===== src/rtl/booth_mac_accumulator.sv =====
// Streaming MAC stage: sums blocks of signed Booth products into a wide accumulator
// and presents each finished block sum in a registered valid/ready output slot.
module booth_mac_accumulator #(
    parameter int PW    = 65,
    parameter int AW    = 72,
    parameter int BLOCK = 8,
    parameter int CW    = $clog2(BLOCK+1)
) (
    input  logic          clk,
    input  logic          rst,
    input  logic          prod_valid,
    input  logic [PW-1:0] prod,
    input  logic          prod_last,
    output logic          prod_ready,
    output logic          acc_valid,
    output logic [AW-1:0] acc_out,
    output logic [CW-1:0] acc_terms,
    output logic          acc_ovf,
    input  logic          acc_ready
);

    if (AW < PW) begin : g_bad_aw
        $error("booth_mac_accumulator: AW must be >= PW");
    end
    if (BLOCK < 1) begin : g_bad_block
        $error("booth_mac_accumulator: BLOCK must be >= 1");
    end

    typedef struct packed {
        logic [AW-1:0] sum;
        logic [CW-1:0] terms;
        logic          ovf;
    } acc_res_t;

    logic [AW-1:0] sum;
    logic [CW-1:0] cnt;
    logic          ovf_run;

    logic [AW-1:0] pext;
    logic [AW-1:0] nsum;
    logic          ovf_beat;
    logic          last_beat;
    logic          take;
    logic          drain;
    acc_res_t      res;

    assign pext = AW'($signed(prod));
    assign nsum = sum + pext;

    // Two's-complement overflow: like-signed operands producing an opposite-signed sum.
    assign ovf_beat  = (sum[AW-1] == pext[AW-1]) && (nsum[AW-1] != sum[AW-1]);
    assign last_beat = prod_last || (cnt == CW'(BLOCK-1));

    // The output slot is refilled on the same edge it drains, so a ready sink
    // never sees a bubble between consecutive block results.
    assign prod_ready = !acc_valid || acc_ready;
    assign take       = prod_valid && prod_ready;
    assign drain      = acc_valid && acc_ready;

    assign res.sum   = nsum;
    assign res.terms = cnt + CW'(1);
    assign res.ovf   = ovf_run | ovf_beat;

    always_ff @(posedge clk) begin
        if (rst) begin
            sum       <= '0;
            cnt       <= '0;
            ovf_run   <= 1'b0;
            acc_valid <= 1'b0;
            acc_out   <= '0;
            acc_terms <= '0;
            acc_ovf   <= 1'b0;
        end else begin
            if (take) begin
                if (last_beat) begin
                    acc_out   <= res.sum;
                    acc_terms <= res.terms;
                    acc_ovf   <= res.ovf;
                    sum       <= '0;
                    cnt       <= '0;
                    ovf_run   <= 1'b0;
                end else begin
                    sum       <= nsum;
                    cnt       <= cnt + CW'(1);
                    ovf_run   <= res.ovf;
                end
            end

            if (take && last_beat)
                acc_valid <= 1'b1;
            else if (drain)
                acc_valid <= 1'b0;
        end
    end

endmodule


===== config.mk =====
export PLATFORM = sky130hd
export DESIGN_NAME = booth_mac_accumulator
export DESIGN_NICKNAME = d
export VERILOG_FILES = /design/src/rtl/booth_mac_accumulator.sv
export SDC_FILE = /design/constraint.sdc
export NUM_CORES = 1
export LEC_CHECK = 0
export ABC_AREA = 1
export ABC_CLOCK_PERIOD_IN_PS = 2550
export CAP_MARGIN = 20
export CELL_PAD_IN_SITES_DETAIL_PLACEMENT = 0
export CELL_PAD_IN_SITES_GLOBAL_PLACEMENT = 1
export CORE_UTILIZATION = 39
export CTS_BUF_LIST = sky130_fd_sc_hd__clkbuf_4 sky130_fd_sc_hd__clkbuf_8 sky130_fd_sc_hd__clkbuf_16
export DETAILED_ROUTE_END_ITERATION = 12
export PLACE_DENSITY_LB_ADDON = 0.1
export SYNTH_ARGS = -nofsm -noshare
export SYNTH_HDL_FRONTEND = slang
export SYNTH_SLANG_ARGS = --single-unit
export TNS_END_PERCENT = 1

===== constraint.sdc =====
create_clock -name clk -period 2.55 [get_ports clk]
set_input_delay 0.3825 -clock clk [delete_from_list [all_inputs] [get_ports clk]]
set_output_delay 0.3825 -clock clk [all_outputs]
set_load 0.02 [all_outputs]

# After elaboration in Yosys (flattened, before gate mapping)

Cells that the tools add are included.
Widths: inputs -> output; s select.

Register bits: 155
Latch bits: 0
Bits in writable memories: 0
Memory bits (read-only): 0
Memories: 0

$add $sub $neg: 2
Multiply operators: 0
Divide/modulo/power cells: 0
Order comparisons: 0
Equal/unequal tests: 3
Shift operators: 0
Mux-type cells: 5
Bitwise operators: 1
Reductions and logical operators: 9

Operators by type and width:

| operator            | number |
|---|---|
| $add 72x72->72      | 1 |
| $mux 72             | 1 |
| $add 4x1->4 const B | 1 |
| $eq 4x3->1 const B  | 1 |
| $logic_and 1x1->1   | 4 |
| $mux 4              | 1 |
| $mux 1              | 3 |
| $logic_or 1x1->1    | 2 |
| $reduce_and 2->1    | 1 |
| $reduce_bool 2->1   | 1 |
| $eq 1x1->1          | 1 |
| $logic_not 1->1     | 1 |
| $ne 1x1->1          | 1 |
| $or 1x1->1          | 1 |

# Depth between registers and ports, before layout

Gate-level depths: netlist (run 1).

Depth after elaboration: 5
Depth in mapped cells: 17

# Worst setup path before layout (run 1)

OpenSTA, ideal clock, no wires.

Kind: input-to-reg
Start point: in prod[0]
End point: reg acc_out[30]
Arrival time: 2.003 ns
Required time: 2.433 ns
Path slack: 0.430 ns
Stages on the path: 12
Path buffers: 0
Cells stage by stage: ha_1 > fa_1 > nand3_1 > nand3_2 > nand2_1 > nand2_1 > nand2_1 > nand3_2 > nand2_1 > nand2_2 > xor2_1 > a22o_1

Longest elaborated chain between the ends: 1

Ends and longest elaborated chain:

| what                   | RTL line | RTL |
|---|---|---|
| start: declaration     | 12       | `input logic [PW-1:0] prod,` |
| $add 72x72->72         | 48       | `assign nsum = sum + pext;` |
| end signal: assignment | 76       | `acc_out <= res.sum;` |
| end: declaration       | 16       | `output logic [AW-1:0] acc_out,` |

Every way passes these cells.
A chain may end at the register's enable or synchronous reset.

# Worst setup path in the final report (run 1)

Start point: in prod[33]
End point: reg sum[59]

Longest elaborated chain between the ends: 2

Ends and longest elaborated chain:

| what                   | RTL line | RTL |
|---|---|---|
| $add 72x72->72         | 48       |  |
| $mux 72                | 75       | `if (last_beat) begin` |
| end signal: assignment | 83       | `sum <= nsum;` |
| end: declaration       | 35       | `logic [AW-1:0] sum;` |

Every way passes these cells.

==> impl_metrics.py, run 1 <==
metrics = {
    "status": {
        "status": "finished clean",
    },
    "finish": {
        "final_util_pct": 54.8,
        "layout.nets": 2385,
        "finalInstanceArea_mm2": 0.0158,
        "diodes": 0,
        "fill_cells": 3000,
        "final_cell_mix": "674 x nand2_1, 257 x inv_1, 241 x buf_4",
        "drive_gt1_share_pct": 17.4,
        "final_common_cell": "nand2_1",
        "final_cell_count_no_fill": 2639,
        "syn2layout_area_growth_pct": 38.1,
    },
    "synth": {
        "avgSynthCellArea_um2": 6.10,
        "syn_area_mm2": 0.0114,
        "syn-num-nets": 2013,
        "yosysTopAreaCellShare_pct": 27.2,
        "yosysWarnings": 0,
        "yosys-top-cells-area": "dfxtp_1 27%, nand2_1 22%, inv_1 8.5%",
        "yosysTopAreaCell": "dfxtp_1",
        "synth.distinct_cells": 41,
        "ys_seq_area_share_pct": 27.2,
        "synthArstFlopShare_pct": 0,
        "synthCells": 1870,
        "synth_top_flop_cell": "dfxtp_1",
        "synth_enable_flop_cells": 0,
        "ys_ff_latch": 155,
    },
    "clock_tree": {
        "clock_latency_ns": 0.45,
        "cts_tree": "done",
        "clock_sinks": 155,
        "htree_levels": 4,
        "cts_buffers": 17,
        "clockRootBuffer": "clkbuf_16",
        "clk_pin_slew_ns": 0.07,
        "cts_buffer_depth": 2,
    },
    "floorplanning": {
        "ios": 149,
        "start_util_pct": 39.7,
        "die_w_um": 173,
        "fp.dieH_um": 173,
        "core_mm2": 0.0288,
        "fp.dieArea_mm2": 0.0300,
        "rows": 62,
    },
    "worst_setup_path": {
        "rr_worst_depth": 15,
        "r2r_start": "sum[0]",
        "cp.arrival_ns": 2.77,
        "worstPathRequired_ns": 2.92,
        "endpoint_kind": "flip-flop",
        "crit_type": "in -> reg",
        "r2r-end": "sum[46]",
        "r2r_slack_ns": 0.20,
        "crit_fanout": 4,
        "cp-start-kind": "input pin",
    },
    "placed_design": {
        "dp_hpwl_um": 34100,
        "dpl_cell_area_mm2": 0.0151,
        "port_buffers": 148,
        "dp_cells": 2607,
        "gp_congestion": 0.934,
    },
    "job": {
        "cap_viol_max_count": 0,
    },
    "timing": {
        "relSlewSlack_pct": 51.5,
        "fmax_mhz": 418,
        "slew_violations": 0,
        "timing.hold.ws_ns": 0.450,
        "fin_worst_skew_ns": 0.0157,
        "setup_violations": 0,
        "fin_crit_ns": 2.39,
        "finalHoldViolCount": 0,
        "fin_crit_sh_pct": 93.8,
        "tightest_slew_ns": 0.728,
    },
    "route": {
        "drc": 0,
        "wl_um": 42800,
        "wl_per_cell_um": 16.2,
        "vias_per_cell": 4.81,
        "firstDrtPassIters": 5,
        "drtIter0Drc": 880,
        "vias": 12699,
        "antenna_left": 0,
    },
    "global_routing": {
        "grt_overflow_total": 0,
        "grt_antenna_before_repair": 0,
        "grt_max_degree": 55,
        "grt_pass1_vias": 12275,
        "grt_usage_pct": 28.9,
        "grt_first_pass_wirelength_um": 67100,
    },
    "power_and_ir_drop": {
        "p_leak_nw": 7.88,
        "ir_drop_uv": 403,
        "finalPower_mw": 7.65,
        "power_density_mw_per_mm2": 485,
    },
    "hold_path": {
        "min_path_cells": 2,
        "holdPathEnd": "acc_out[58]",
        "holdCritPathClass": "reg -> reg",
        "min_from": "acc_out[58]",
    },
}
worst max-delay path: stages:
cell and delay (ns):
clkdlybuf4s50_1 0.41, ha_1 0.36, nand2_2 0.12, inv_1 0.04, a21oi_1 0.23, nand2_1 0.22
a21oi_1 0.28, nor2_1 0.10, nor2_1 0.24, nand2_1 0.09, nand2_1 0.09, nand3_1 0.07
a21oi_1 0.14
cell usage after synthesis, types with 3 or more instances:
cell type and n:
a21oi_1 161, a22o_1 22, a2bb2oi_1 3, a31oi_1 5, buf_1 3, buf_2 10
clkbuf_1 24, dfxtp_1 155, ha_1 72, inv_1 257, inv_2 16, nand2_1 682
nand2_2 28, nand2_4 4, nand3_1 111, nand3_2 11, nand3b_1 13, nand4_1 5
nor2_1 135, nor2_2 16, nor3_1 7, nor3_2 5, nor4_1 3, o21ai_0 42
o21bai_1 15, or2_1 9, or2_2 5, xnor2_1 15, xor2_1 16, xor2_2 5
what timing repair did:
action                                  in CTS  in global routing
endpoints found under the setup margin       0                 28
hold endpoints to repair                     0                  0
gates resized for setup                      0                 23
hold buffers                                 0                  0
setup buffers                                0                  0
state kept, by name, summed over array words and instances, names as in the netlist:
name	flops
acc_out	72
acc_ovf	1
acc_terms	4
acc_valid	1
cnt	4
ovf_run	1
sum	72
cell type report:
| class | count | area (µm²) | area share, % |
|---|---|---|---|
| Tap cell | 384 | 480 | 3.05 |
| Sequential cell | 155 | 3100 | 19.7 |
| Inverter | 275 | 1030 | 6.55 |
| Clock buffer | 19 | 447 | 2.83 |
| Clock inverter | 13 | 131 | 0.833 |
| Multi-Input combinational cell | 1400 | 7210 | 45.7 |
| Timing Repair Buffer | 393 | 3370 | 21.3 |
through the flow:
step | TNS, ns | setup WS (ns)
after detailed placement | -25.11 | -0.406
after CTS | 0 | 0.0612
after floorplan | 0 | 0.430
after global routing | -0.0307 | -0.0302
final | 0 | 0.159
after global placement | -24.13 | -0.413
layer usage:
metal	vias to the layer above	global-route usage [%]	wire, µm
met4	0	9.22	1060
li1	6631	-	-
met1	5699	40.9	21200
met3	47	3.69	2100
met5	-	0	0
met2	322	45.3	18400
report_power, final:
group / switching (mW) / internal, mW / total, mW / leakage [nW]
clock: 1.26 / 1.41 / 2.67 / 0.286
combinational: 1.29 / 1.03 / 2.32 / 6.33
sequential: 0.0863 / 2.57 / 2.66 / 1.27
logic make-up (layout without fill, tap and decap cells):
family | count (synthesis) | count (layout) | synth area share [%]
simple gates | 1037 | 1037 | 38.6
xor+xnor | 36 | 36 | 3.09
flops | 155 | 155 | 27.2
buf+inv | 315 | 700 | 10.6
compound gates | 254 | 254 | 12.5
fa+ha+maj | 73 | 73 | 8.07
how the worst max path moves through the flow:
stage,cells after the start,slack [ns],endpoint,from
3_3_place_gp,16,-0.41,sum[48],prod[11]
2_1_floorplan,12,0.43,acc_out[30],prod[0]
4_1_cts,14,0.06,sum[48],prod[0]
3_5_place_dp,14,-0.41,sum[48],prod[0]
5_1_grt,11,-0.03,sum[70],prod[49]
6_report,13,0.16,sum[59],prod[33]
No activity file was read; power rests on OpenSTA's default activity.
==> run 2, diff against run 1 <==
CTS_CLUSTER_DIAMETER = 200   (was unset)
==> results of run 2 <==
No change in the layout: final DEF, timing and power equal those of run 1.
==> run 3, diff against run 2 <==
CORE_MARGIN = 1.5   (was unset)
==> impl_metrics.py, run 3 (synthesis gave the netlist of run 1 again) <==
metrics = {
    "worst_setup_path": {
        "rr_worst_depth": 15,
        "r2r-end": "sum[48]",
        "crit_type": "in -> reg",
        "r2r_slack_ns": 0.17,
        "r2r_start": "sum[11]",
        "startpoint": "prod[11]",
        "worstPathRequired_ns": 2.85,
        "cp-start-kind": "input pin",
        "worstSetupEndpoint": "sum[48]",
        "endpoint_kind": "flip-flop",
        "crit_fanout": 4,
        "cp.arrival_ns": 2.75,
    },
    "floorplanning": {
        "core_mm2": 0.0288,
        "start_util_pct": 39.7,
        "fp.dieH_um": 174,
        "rows": 62,
        "fp.dieArea_mm2": 0.0303,
        "ios": 149,
        "die_w_um": 174,
    },
    "route": {
        "drtIter0Drc": 786,
        "drc": 0,
        "wl_um": 42200,
        "antenna_left": 0,
        "vias_per_cell": 4.76,
        "wl_met2_um": 18700,
        "route.met3.wl_um": 1820,
        "highest_layer": "met4",
        "firstDrtPassIters": 5,
        "vias": 12513,
        "wl_per_cell_um": 16.1,
        "met1_length_um": 20900,
    },
    "timing": {
        "slew_violations": 0,
        "setup_ws_ns": 0.105,
        "setup_violations": 0,
        "relSlewSlack_pct": 51.1,
        "finalHoldViolCount": 0,
        "fin_worst_skew_ns": 0.0143,
        "rsz0062_at_grt": "yes",
        "tns_ns": 0,
        "fmax_mhz": 409,
        "tightest_slew_ns": 0.734,
        "fin_crit_sh_pct": 95.9,
        "fin_crit_ns": 2.45,
        "timing.hold.ws_ns": 0.450,
    },
    "finish": {
        "top_regs": "acc_out x72, sum x72",
        "finalInstanceArea_mm2": 0.0157,
        "syn2layout_area_growth_pct": 37.3,
        "final_cell_count_no_fill": 2629,
        "final_common_cell": "nand2_1",
        "drive_gt1_share_pct": 16.6,
        "final_cell_mix": "679 x nand2_1, 257 x inv_1, 229 x buf_4",
        "layout.nets": 2375,
        "diodes": 0,
    },
    "clock_tree": {
        "cts_buffers": 17,
        "clock_latency_ns": 0.45,
        "clk_pin_slew_ns": 0.08,
        "htree_levels": 4,
        "cts_tree": "done",
        "postCtsSetupRepairBufs": 0,
        "holdBufCountCts": 0,
        "clockRootBuffer": "clkbuf_16",
        "cts_buffer_depth": 2,
        "clock_sinks": 155,
    },
    "power_and_ir_drop": {
        "power.switching_mw": 2.60,
        "power_density_mw_per_mm2": 485,
        "p_leak_nw": 7.84,
        "switching_share_pct": 34.2,
        "comb_power_share_pct": 30.2,
        "internal_power_mw": 5.00,
        "ir_drop_uv": 376,
        "power_frac_seq_pct": 35.0,
        "power_frac_clock_pct": 34.8,
    },
    "hold_path": {
        "min_from": "acc_out[32]",
        "holdCritPathClass": "reg -> reg",
    },
    "placed_design": {
        "place_ws_ns": -0.539,
        "port_buffers": 148,
        "dp_cells": 2597,
        "gp_congestion": 0.930,
        "dpl_cell_area_mm2": 0.0151,
        "dp_hpwl_um": 33900,
    },
    "status": {
        "status": "finished clean",
    },
    "global_routing": {
        "grt_first_pass_wirelength_um": 66200,
        "grt_pass1_vias": 12224,
        "grt_antenna_before_repair": 0,
        "grt_usage_pct": 28.2,
        "grt_max_degree": 56,
        "grt_overflow_total": 0,
    },
    "job": {
        "cap_viol_max_count": 0,
    },
}
[run 3: layout make-up]
class	count	area [µm²]
fillers	2990	13100
repair buffers	383	3320
flip-flops and latches	155	3100
multi-input cells	1400	7160
inverters	275	1030
clock inverters	13	133
clock buffers	19	447
well taps	384	480
[run 3: worst max-delay path, cell delays in order]
cell and delay, ns:
clkdlybuf4s50_1 0.45, ha_4 0.31, nand2_1 0.09, buf_4 0.15, nor2_2 0.17, buf_4 0.13
nand2_1 0.08, o21ai_2 0.23, nand2_1 0.09, nand2_2 0.13, buf_4 0.14, nand2_2 0.11
nand2_1 0.09, nand2_1 0.06, nand3_1 0.07, a21oi_1 0.06
[run 3: power by group through the flow]
stage | clock network (mW) | logic, mW | registers, mW
global route | 2.79 | 2.52 | 2.67
floorplan | 0 | 1.12 | 2.79
finish | 2.64 | 2.30 | 2.66
CTS | 2.68 | 2.29 | 2.66
global placement | 0 | 2.27 | 2.71
detailed placement | 0 | 2.28 | 2.71
[run 3: what timing repair did]
action / in CTS / in global routing
hold endpoints to repair: 0 / 0
resized for setup: 2 / 8
setup endpoints to repair: 2 / 13
gates cloned: 0 / 0
[run 3: how the worst min path moves through the flow]
stage	to	depth (start not counted)	slack (ns)
final	acc_out[32]	2	0.45
after global routing	acc_out[69]	2	0.47
after CTS	acc_out[25]	2	0.45
after detailed placement	acc_out[25]	2	0.44
after global placement	acc_out[27]	2	0.44
after floorplan	sum[10]	2	0.45
[run 3: metal layers]
metal | vias to the layer above | global-route usage [%]
met5 | - | 0
met4 | 0 | 7.29
met3 | 40 | 3.63
met2 | 274 | 45.7
met1 | 5600 | 39.5
li1 | 6599 | -
[run 3: metrics by stage]
stage / util (%) / total power, mW
global route: 54.4 / 7.98
floorplan: - / 3.91
CTS: 54.4 / 7.63
global placement: 52.3 / 4.97
finish: 54.4 / 7.60
detailed placement: 52.3 / 4.99
